File: src/rtl/fir_coeff_loader.sv
// -----------------------------------------------------------------------------
// fir_coeff_loader
//
// Run-time coefficient reload controller for the single-precision FIR engine.
// A load request stalls the sample sequencer at the next sample boundary.
// The loader then accepts a coefficient burst over a valid/ready stream and
// writes each beat into the coefficient port of the filter memory. When the
// burst is finished it releases the stall and reports the outcome.
//
// Ports
//   clk_i           clock, all logic on the rising edge
//   rst_i           asynchronous active-high reset
//   ce_i            clock enable; state, counter and handshakes freeze when low
//   load_start_i    single-cycle request for a coefficient reload
//   filter_busy_i   sequencer is mid-sample; the loader waits for it to clear
//   coef_i          coefficient data (IEEE-754 single)
//   coef_valid_i    coef_i is valid
//   coef_last_i     final beat of the burst
//   coef_ready_o    loader accepts a beat (high exactly in LOAD / FLUSH)
//   hold_o          stall to the sequencer; no new sample starts while high
//   en_h_o          coefficient port enable (single-cycle pulse per write)
//   we_h_o          coefficient port write enable (single-cycle pulse)
//   addr_h_o        coefficient write address
//   h_o             coefficient write data
//   done_o          one-cycle pulse at the end of every load, good or bad
//   err_o           last load had the wrong burst length; sticky until the
//                   next load request
//   coeffs_valid_o  a complete, error-free coefficient set is resident
// -----------------------------------------------------------------------------
module fir_coeff_loader #(
  parameter int SP_WIDTH      = 32,
  parameter int FILTER_ORDER  = 4,
  parameter int MEMORY_DEPTH  = 2 * FILTER_ORDER,
  parameter int ADDRESS_WIDTH = $clog2(MEMORY_DEPTH),
  parameter int COEFF_BASE    = 0
) (
  input  logic                     clk_i,
  input  logic                     rst_i,
  input  logic                     ce_i,
  input  logic                     load_start_i,
  input  logic                     filter_busy_i,
  input  logic [SP_WIDTH-1:0]      coef_i,
  input  logic                     coef_valid_i,
  input  logic                     coef_last_i,
  output logic                     coef_ready_o,
  output logic                     hold_o,
  output logic                     en_h_o,
  output logic                     we_h_o,
  output logic [ADDRESS_WIDTH-1:0] addr_h_o,
  output logic [SP_WIDTH-1:0]      h_o,
  output logic                     done_o,
  output logic                     err_o,
  output logic                     coeffs_valid_o
);

  // The coefficient window must fit inside the filter memory.
  if (COEFF_BASE + FILTER_ORDER > MEMORY_DEPTH) begin : g_bad_coeff_window
    $error("fir_coeff_loader: COEFF_BASE + FILTER_ORDER exceeds MEMORY_DEPTH");
  end

  // The counter must be able to reach FILTER_ORDER after the final good beat.
  localparam int COUNT_WIDTH = $clog2(FILTER_ORDER + 1);
  localparam logic [COUNT_WIDTH-1:0] LAST_INDEX = COUNT_WIDTH'(FILTER_ORDER - 1);

  typedef enum logic [2:0] {
    S_IDLE,
    S_WAIT_IDLE,
    S_LOAD,
    S_FLUSH,
    S_DONE
  } state_t;

  state_t                   r_state;
  state_t                   w_state_next;
  logic [COUNT_WIDTH-1:0]   r_count;
  logic                     r_ready;
  logic                     r_hold;
  logic                     r_done;
  logic                     r_we;
  logic [ADDRESS_WIDTH-1:0] r_addr;
  logic [SP_WIDTH-1:0]      r_data;
  logic                     r_err;
  logic                     r_coeffs_valid;

  logic                     w_accept;
  logic                     w_start;
  logic                     w_write;
  logic                     w_set_err;

  // r_ready is high exactly while in LOAD/FLUSH, so this is the handshake.
  assign w_accept = coef_valid_i & r_ready & ce_i;

  // ---------------------------------------------------------------------------
  // Next-state and per-cycle action decode
  // ---------------------------------------------------------------------------
  always_comb begin
    // NOTE: every signal gets a default before the case so that no path
    // leaves one unassigned; a missing default here would infer a latch.
    w_state_next = r_state;
    w_start      = 1'b0;
    w_write      = 1'b0;
    w_set_err    = 1'b0;

    if (ce_i) begin
      unique case (r_state)
        S_IDLE: begin
          if (load_start_i) begin
            w_state_next = S_WAIT_IDLE;
            w_start      = 1'b1;
          end
        end

        S_WAIT_IDLE: begin
          if (!filter_busy_i) w_state_next = S_LOAD;
        end

        S_LOAD: begin
          if (w_accept) begin
            w_write = 1'b1;
            if (coef_last_i) begin
              // Short burst ends early; the beats already written stay.
              w_state_next = S_DONE;
              w_set_err    = (r_count != LAST_INDEX);
            end else if (r_count == LAST_INDEX) begin
              // Full set written but no last flag: drain the rest unwritten.
              w_state_next = S_FLUSH;
              w_set_err    = 1'b1;
            end
          end
        end

        S_FLUSH: begin
          if (w_accept && coef_last_i) w_state_next = S_DONE;
        end

        S_DONE: begin
          w_state_next = S_IDLE;
        end

        default: begin
          w_state_next = S_IDLE;
        end
      endcase
    end
  end

  // ---------------------------------------------------------------------------
  // State, control outputs and write port
  // ---------------------------------------------------------------------------
  always_ff @(posedge clk_i or posedge rst_i) begin
    if (rst_i) begin
      // NOTE: the write address/data registers are reset as well (there is
      // no storage array here), because every output must read 0 in reset.
      r_state        <= S_IDLE;
      r_count        <= '0;
      r_ready        <= 1'b0;
      r_hold         <= 1'b0;
      r_done         <= 1'b0;
      r_we           <= 1'b0;
      r_addr         <= '0;
      r_data         <= '0;
      r_err          <= 1'b0;
      r_coeffs_valid <= 1'b0;
    end else begin
      // NOTE: non-blocking assignments throughout, so every register here
      // samples the pre-edge values regardless of statement order.
      r_state <= w_state_next;

      // Registered decodes of the state being entered, so they line up
      // exactly with the state itself.
      r_hold  <= (w_state_next != S_IDLE);
      r_ready <= (w_state_next == S_LOAD) || (w_state_next == S_FLUSH);
      // Pulse only on entry, so a frozen ce_i in DONE cannot stretch it.
      r_done  <= (w_state_next == S_DONE) && (r_state != S_DONE);

      // Write strobe follows w_write every cycle, independent of ce_i, so a
      // write is never repeated while the enable is low.
      r_we <= w_write;
      if (w_write) begin
        r_addr <= ADDRESS_WIDTH'(COEFF_BASE) + ADDRESS_WIDTH'(r_count);
        r_data <= coef_i;
      end

      if (w_start) begin
        r_count        <= '0;
        r_err          <= 1'b0;
        r_coeffs_valid <= 1'b0;
      end else begin
        if (w_write) r_count <= r_count + 1'b1;
        if (w_set_err) r_err <= 1'b1;
        // The final write is issued during DONE, so the set is declared
        // resident only as DONE is left.
        if (ce_i && r_state == S_DONE) r_coeffs_valid <= ~r_err;
      end
    end
  end

  assign coef_ready_o   = r_ready;
  assign hold_o         = r_hold;
  assign en_h_o         = r_we;
  assign we_h_o         = r_we;
  assign addr_h_o       = r_addr;
  assign h_o            = r_data;
  assign done_o         = r_done;
  assign err_o          = r_err;
  assign coeffs_valid_o = r_coeffs_valid;

endmodule
File: config.mk
export PLATFORM = sky130hd
export DESIGN_NAME = fir_coeff_loader
export DESIGN_NICKNAME = d
export VERILOG_FILES = /design/src/rtl/fir_coeff_loader.sv
export SDC_FILE = /design/constraint.sdc
export NUM_CORES = 1
export LEC_CHECK = 0
export ABC_AREA = 1
export ABC_CLOCK_PERIOD_IN_PS = 3710
export BUFFER_PORTS_ARGS = -buffer_cell sky130_fd_sc_hd__clkbuf_2
export CAP_MARGIN = 0
export CORE_MARGIN = 3
export CORE_UTILIZATION = 51
export DETAILED_ROUTE_END_ITERATION = 10
export PLACE_DENSITY = 0.84
export SLEW_MARGIN = 20
export SYNTH_ARGS = -nofsm -noshare
export SYNTH_HDL_FRONTEND = slang
export SYNTH_SLANG_ARGS = --single-unit
File: constraint.sdc
create_clock -name clk_i -period 3.71 [get_ports clk_i]
set_clock_uncertainty 0.05 [all_clocks]
set_input_delay 0.371 -clock clk_i [delete_from_list [all_inputs] [get_ports clk_i]]
set_output_delay 0.371 -clock clk_i [all_outputs]
set_load 0.02 [all_outputs]
==> out/metrics.yaml, run 1 <==
synth_seq_area_share_pct: 59.3
netSwitchingPower_mw: 0.722
finalCritPeriodShare_pct: 53.7
met1_length_um: 1630
crit_start: "r_state[0]"
synth_seq_cells: 47
die_w_um: 68.4
die_y_um: 68.4
syn_area_per_cell_sq_um: 9.18
place_congestion: 0.857
coreArea_sq_um: 3720
htree_levels: 2
maxSlewViolCount: 0
nFillCells: 321
drv_cap: 0
p_comb_share_pct: 38.5
synth_cells: 216
worstPathMaxFanout: 40
wl_met2_um: 1960
rsz0062_at_grt: "false"
final_cells: 343
power_density_nw_per_um2: 729
start_kind: "register"
drt_iter0_markers: 100
detail_route.wl_per_cell_um: 11.4
postCtsSetupBuffers: 0
grt_pass1_wl_um: 6040
ctsRootBufferMaster: "clkbuf_8"
setup_viol: 0
final_util_pct: 65.6
clockBufferDepth: 2
fin_ws_ns: 1.72
fmax_mhz: 502
wl_met3_um: 261
final_common_cell: "nand2_1"
relSlewSlack_pct: 37.9
dieArea_sq_um: 4670
swShare_pct: 40.6
synth.distinct_cells: 24
start_util_pct: 53.4
drive_above_1_share_pct: 35.6
first_pass_iters: 4
dpl.hpwl_um: 2880
r2r-start: "r_state[0]"
critPathRequiredTime_ns: 3.82
min_period_ns: 1.99
clkTransAtPathRegs_ns: 0.08
areaGrowthSynthToFinish_pct: 22.9
antenna_found_initial: 0
clk_latency_ns: 0.29
placed_cells: 335
dp_slack_ns: 1.67
clkPwrFrac_pct: 16.2
globalRoute.totalOverflow: 0
hold_ws_ns: 0.213
power_frac_seq_pct: 45.3
finalHoldViolCount: 0
worst_pin_slew_ns: 0.931
grtUsageTotal_pct: 17.4
hold_path.class: "in2async"
syn_nets: 257
drtAntennaViolNets: 0
cts_made_buffers: 5
cts-resized-gates: 0
criticalPathCategory: "reg2reg"
cts_tree: "built"
final_cell_mix: "102 x nand2_1, 80 x clkbuf_2, 47 x dfrtp_1"
cts_hold_buf: 0
io_pins: 81
outcome: "complete, no violations"
drc: 0
fin_setup_tns_ns: 0
arrival_ns: 2.10
ys.warnings.count: 0
top_layer: "met4"
nets: 335
grt_pass1_vias: 1487
ir_drop_mv: 0.301
endpoint_kind: "register"
grt_max_degree: 48
routed_wl_um: 3910
diodes: 0
portBuffers: 80
leakagePower_nw: 1.45
vias: 1637
netlist_area_sq_um: 1980
fp-row-count: 22
clock-sinks: 47
power.internal_mw: 1.06
vias_per_cell: 4.77
## final cells by class
| type | count | area, sq um | share of cell area, % |
|---|---|---|---|
| Clock buffer | 7 | 76.3 | 3.13 |
| Clock inverter | 1 | 5.00 | 0.205 |
| Inverter | 13 | 48.8 | 2.00 |
| Multi-Input combinational cell | 146 | 663 | 27.2 |
| Sequential cell | 47 | 1180 | 48.3 |
| Tap cell | 48 | 60.1 | 2.46 |
| Timing Repair Buffer | 81 | 408 | 16.7 |
## worst paths after layout
kind                                   end  slack, ns  cells after the start
worst max register to register  r_count[2]       1.72                      7
worst max-delay path            r_count[2]       1.72                      7
worst min-delay path               h_o[15]       0.21                      2
min in group clk_i                 h_o[21]       0.22                      3
max in group asynchronous          h_o[22]       2.81                      2
worst min register to register     h_o[22]       0.43                      2
## sequential cells by signal, summed over array words and instances (netlist names)
| name | count |
|---|---|
| hold_o | 1 |
| coeffs_valid_o | 1 |
| r_count | 3 |
| r_state | 3 |
| err_o | 1 |
| addr_h_o | 3 |
| coef_ready_o | 1 |
| h_o | 32 |
| done_o | 1 |
| en_h_o | 1 |
## worst max-delay path, cell delays in order (launching register included)
cell,delay (ns)
dfrtp_1,0.42
inv_2,0.12
nand3_2,0.11
nor2_4,0.09
buf_4,0.38
inv_2,0.38
nand2_1,0.21
o22ai_2,0.07
## synth_stat cells
cell,instances,share of area (%)
nand2_1,102,19
dfrtp_1,47,59
inv_1,10,1.9
nor2_1,10,1.9
nand2_2,9,2.8
nand3_1,5,1.3
buf_6,4,2.3
o21ai_1,4,1.0
buf_2,3,0.76
inv_2,3,0.57
nand4_1,3,0.95
a21oi_1,2,0.50
buf_4,2,0.76
ha_1,2,1.3
a21oi_2,1,0.44
buf_12,1,1.0
nand3_2,1,0.50
nand3_4,1,0.88
nor2_4,1,0.57
o21ai_0,1,0.25
o22ai_1,1,0.32
o22ai_2,1,0.63
o31ai_1,1,0.38
xnor2_1,1,0.44
## logic make-up (layout without fill, tap and decap cells)
family / Yosys count / count (layout) / share of synthesized area [%]
and+or+nand+nor: 132 / 132 / 28.2
AOI/OAI and AO/OA: 11 / 11 / 3.53
buffers and inverters: 23 / 102 / 7.26
adders and majority gates: 2 / 2 / 1.26
DFF: 47 / 47 / 59.3
xor gates and xnor gates: 1 / 1 / 0.442
## layer usage
metal,up-vias,track usage (%)
li1,814,-
met1,769,20.6
met2,48,29.2
met3,6,6.08
met4,0,5.96
met5,-,0
## metrics by stage
step                      area (sq um)  total power [mW]
final                             2440              1.78
after global routing              2440              1.91
after CTS                         2440              1.80
after detailed placement          2360              1.51
after global placement            2360              1.49
after floorplan                   1980              1.26
## power by group through the flow
stage / clock, mW / combinational [mW] / sequential, mW
final: 0.288 / 0.684 / 0.805
after global routing: 0.315 / 0.769 / 0.827
after CTS: 0.298 / 0.693 / 0.808
after detailed placement: 0 / 0.692 / 0.816
after global placement: 0 / 0.674 / 0.811
after floorplan: 0 / 0.252 / 1.01
(Power assumes the default switching activity.)
==> run 2: changes to the inputs <==
--- a/config.mk
+++ b/config.mk
@@ -6,13 +6,13 @@
 export NUM_CORES = 1
 export LEC_CHECK = 0
 export ABC_AREA = 1
-export ABC_CLOCK_PERIOD_IN_PS = 3710
+export ABC_CLOCK_PERIOD_IN_PS = 1800
 export BUFFER_PORTS_ARGS = -buffer_cell sky130_fd_sc_hd__clkbuf_2
 export CAP_MARGIN = 0
 export CORE_MARGIN = 3
-export CORE_UTILIZATION = 51
+export CORE_UTILIZATION = 43
 export DETAILED_ROUTE_END_ITERATION = 10
-export PLACE_DENSITY = 0.84
+export PLACE_DENSITY = 0.75
 export SLEW_MARGIN = 20
 export SYNTH_ARGS = -nofsm -noshare
 export SYNTH_HDL_FRONTEND = slang
==> constraint.sdc (replaced) <==
create_clock -name clk_i -period 1.8 [get_ports clk_i]
set_clock_uncertainty 0.05 [all_clocks]
set_input_delay 0.18 -clock clk_i [delete_from_list [all_inputs] [get_ports clk_i]]
set_output_delay 0.18 -clock clk_i [all_outputs]
set_load 0.02 [all_outputs]
==> out/metrics.yaml, run 2 (synthesis gave the netlist of run 1 again) <==
clockBufferDepth: 2  # unchanged
nFillCells: 398  # +24%
fin_setup_tns_ns: 0  # unchanged
dpl.hpwl_um: 2800  # -2.7%
grt_pass1_wl_um: 6110  # +1.0%
finalCritPeriodShare_pct: 90.7  # +37 points
hold_path.class: "in2reg"
critPathRequiredTime_ns: 1.97  # -1.85 ns
outcome: "complete, no violations"
cts_tree: "built"
areaGrowthSynthToFinish_pct: 26.1
largest_register_ffs: 32  # unchanged
worstPathMaxFanout: 40  # unchanged
die_y_um: 73.9  # +8.1%
maxSlewViolCount: 0  # unchanged
portBuffers: 80  # unchanged
relSlewSlack_pct: 56.5  # +19 points
ctsRootBufferMaster: "clkbuf_8"
arrival_ns: 1.80  # -0.30 ns
hold_ws_ns: 0.0316  # -0.182 ns
dieArea_sq_um: 5460  # +17%
setup_viol: 0  # unchanged
routed_wl_um: 3860  # -1.3%
rsz0062_at_grt: "false"
drv_cap: 0  # unchanged
finalHoldViolCount: 0  # unchanged
coreArea_sq_um: 4410  # +19%
detail_route.wl_per_cell_um: 11.1  # -3.0%
fp-row-count: 24  # +9.1%
wl_met2_um: 1800  # -8.2%
min_period_ns: 1.63  # -0.359 ns
clkTransAtPathRegs_ns: 0.08  # about the same
grtUsageTotal_pct: 14.6  # -2.7 points
power_frac_seq_pct: 43.5  # -1.8 points
nets: 338  # +0.90%
vias: 1557  # -4.9%
io_pins: 81  # unchanged
ir_drop_mv: 0.698  # +130%
antenna_found_initial: 0  # unchanged
clock-sinks: 47  # unchanged
criticalPathCategory: "reg2reg"
worst_pin_slew_ns: 0.652  # -0.278 ns
fmax_mhz: 612  # +22%
htree_levels: 2  # unchanged
vias_per_cell: 4.46  # -6.5%
drc: 0  # unchanged
start_kind: "register"
endpoint_kind: "register"
power.internal_mw: 2.32  # +120%
met1_length_um: 1740  # +6.7%
clk_latency_ns: 0.29  # about the same
clkPwrFrac_pct: 19.2  # +3.0 points
globalRoute.totalOverflow: 0  # unchanged
drt_iter0_markers: 56  # -44%
cts-resized-gates: 0  # unchanged
top_layer: "met4"
diodes: 0  # unchanged
final_cell_mix: "102 x nand2_1, 80 x clkbuf_2, 47 x dfrtp_1"
first_pass_iters: 4  # unchanged
drive_above_1_share_pct: 36.0  # +0.43 points
swShare_pct: 38.9  # -1.7 points
drtAntennaViolNets: 0  # unchanged
grt_max_degree: 48  # unchanged
cts_made_buffers: 5  # unchanged
leakagePower_nw: 1.48  # +1.9%
start_util_pct: 44.9  # -8.4 points
place_congestion: 0.874  # +2.0%
die_w_um: 73.9  # +8.1%
p_comb_share_pct: 37.3  # -1.2 points
final_common_cell: "nand2_1"
power_density_nw_per_um2: 1520  # +110%
grt_pass1_vias: 1377  # -7.4%
wl_met3_um: 256  # -1.9%
netSwitchingPower_mw: 1.48  # +100%
run 2: cell count changes in the layout (fill, tap and decap cells not counted), sizes merged:
cell         change
buf              +2
bufinv           +1
clkbuf           -1
clkinv           -1
dlygate4sd3      +1
run 2: path summary, 6_finish.rpt:
check | from | end | slack, ns | depth (start not counted)
worst max-delay path | r_state[0] | r_count[1] | 0.17 | 6
worst max register to register | r_state[0] | r_count[1] | 0.17 | 6
min in group asynchronous | rst_i | en_h_o | 0.40 | 4
max in group asynchronous | rst_i | h_o[10] | 1.10 | 4
worst min-delay path | coef_i[29] | h_o[29] | 0.03 | 3
worst min register to register | h_o[25] | h_o[25] | 0.42 | 2
run 2: layer usage:
metal | vias up | global-route usage, %
met5 | - | 0
met4 | 0 | 7.24
met3 | 5 | 3.01
met2 | 52 | 24.2
met1 | 680 | 18.1
li1 | 820 | -
run 2: what timing repair did:
action	in CTS	in global routing
setup buffers	0	0
setup endpoints to repair	0	0
endpoints found under the hold margin	47	0
hold buffers	1	0
run 2: layout make-up:
cell class              count  area, sq um  area share [%]
flip-flops and latches     47         1180            47.0
multi-input cells         146          663            26.5
repair buffers             84          445            17.8
clock buffers               6         72.6            2.90
well taps                  52         65.1            2.60
inverters                  13         48.8            1.95
clock inverters             1         30.0            1.20
run 2: worst max-delay path, stage by stage, from the launching register on:
cell     delay [ns]
dfrtp_1        0.41
inv_2          0.09
nand3_2        0.10
nor2_4         0.05
inv_2          0.46
nand2_1        0.21
o21ai_1        0.18
run 2: metrics by stage:
step           instance area [sq um]  power, mW  setup WS (ns)  util, %  cells
6_report                        2500       3.79          0.167     56.7    349
5_1_grt                         2500       4.07         0.0325     56.7    349
4_1_cts                         2500       3.85          0.150     56.7    349
3_5_place_dp                    2390       3.11          0.212     54.1    341
3_3_place_gp                    2390       3.07          0.298     54.1    341
2_1_floorplan                   1980       2.60          0.394        -    216
run 2: power by group through the flow:
stage	Combinational (mW)	Sequential [mW]	Clock [mW]
3_3_place_gp	1.40	1.66	0
2_1_floorplan	0.520	2.08	0
6_report	1.41	1.65	0.728
4_1_cts	1.44	1.66	0.755
3_5_place_dp	1.44	1.67	0
5_1_grt	1.58	1.70	0.798
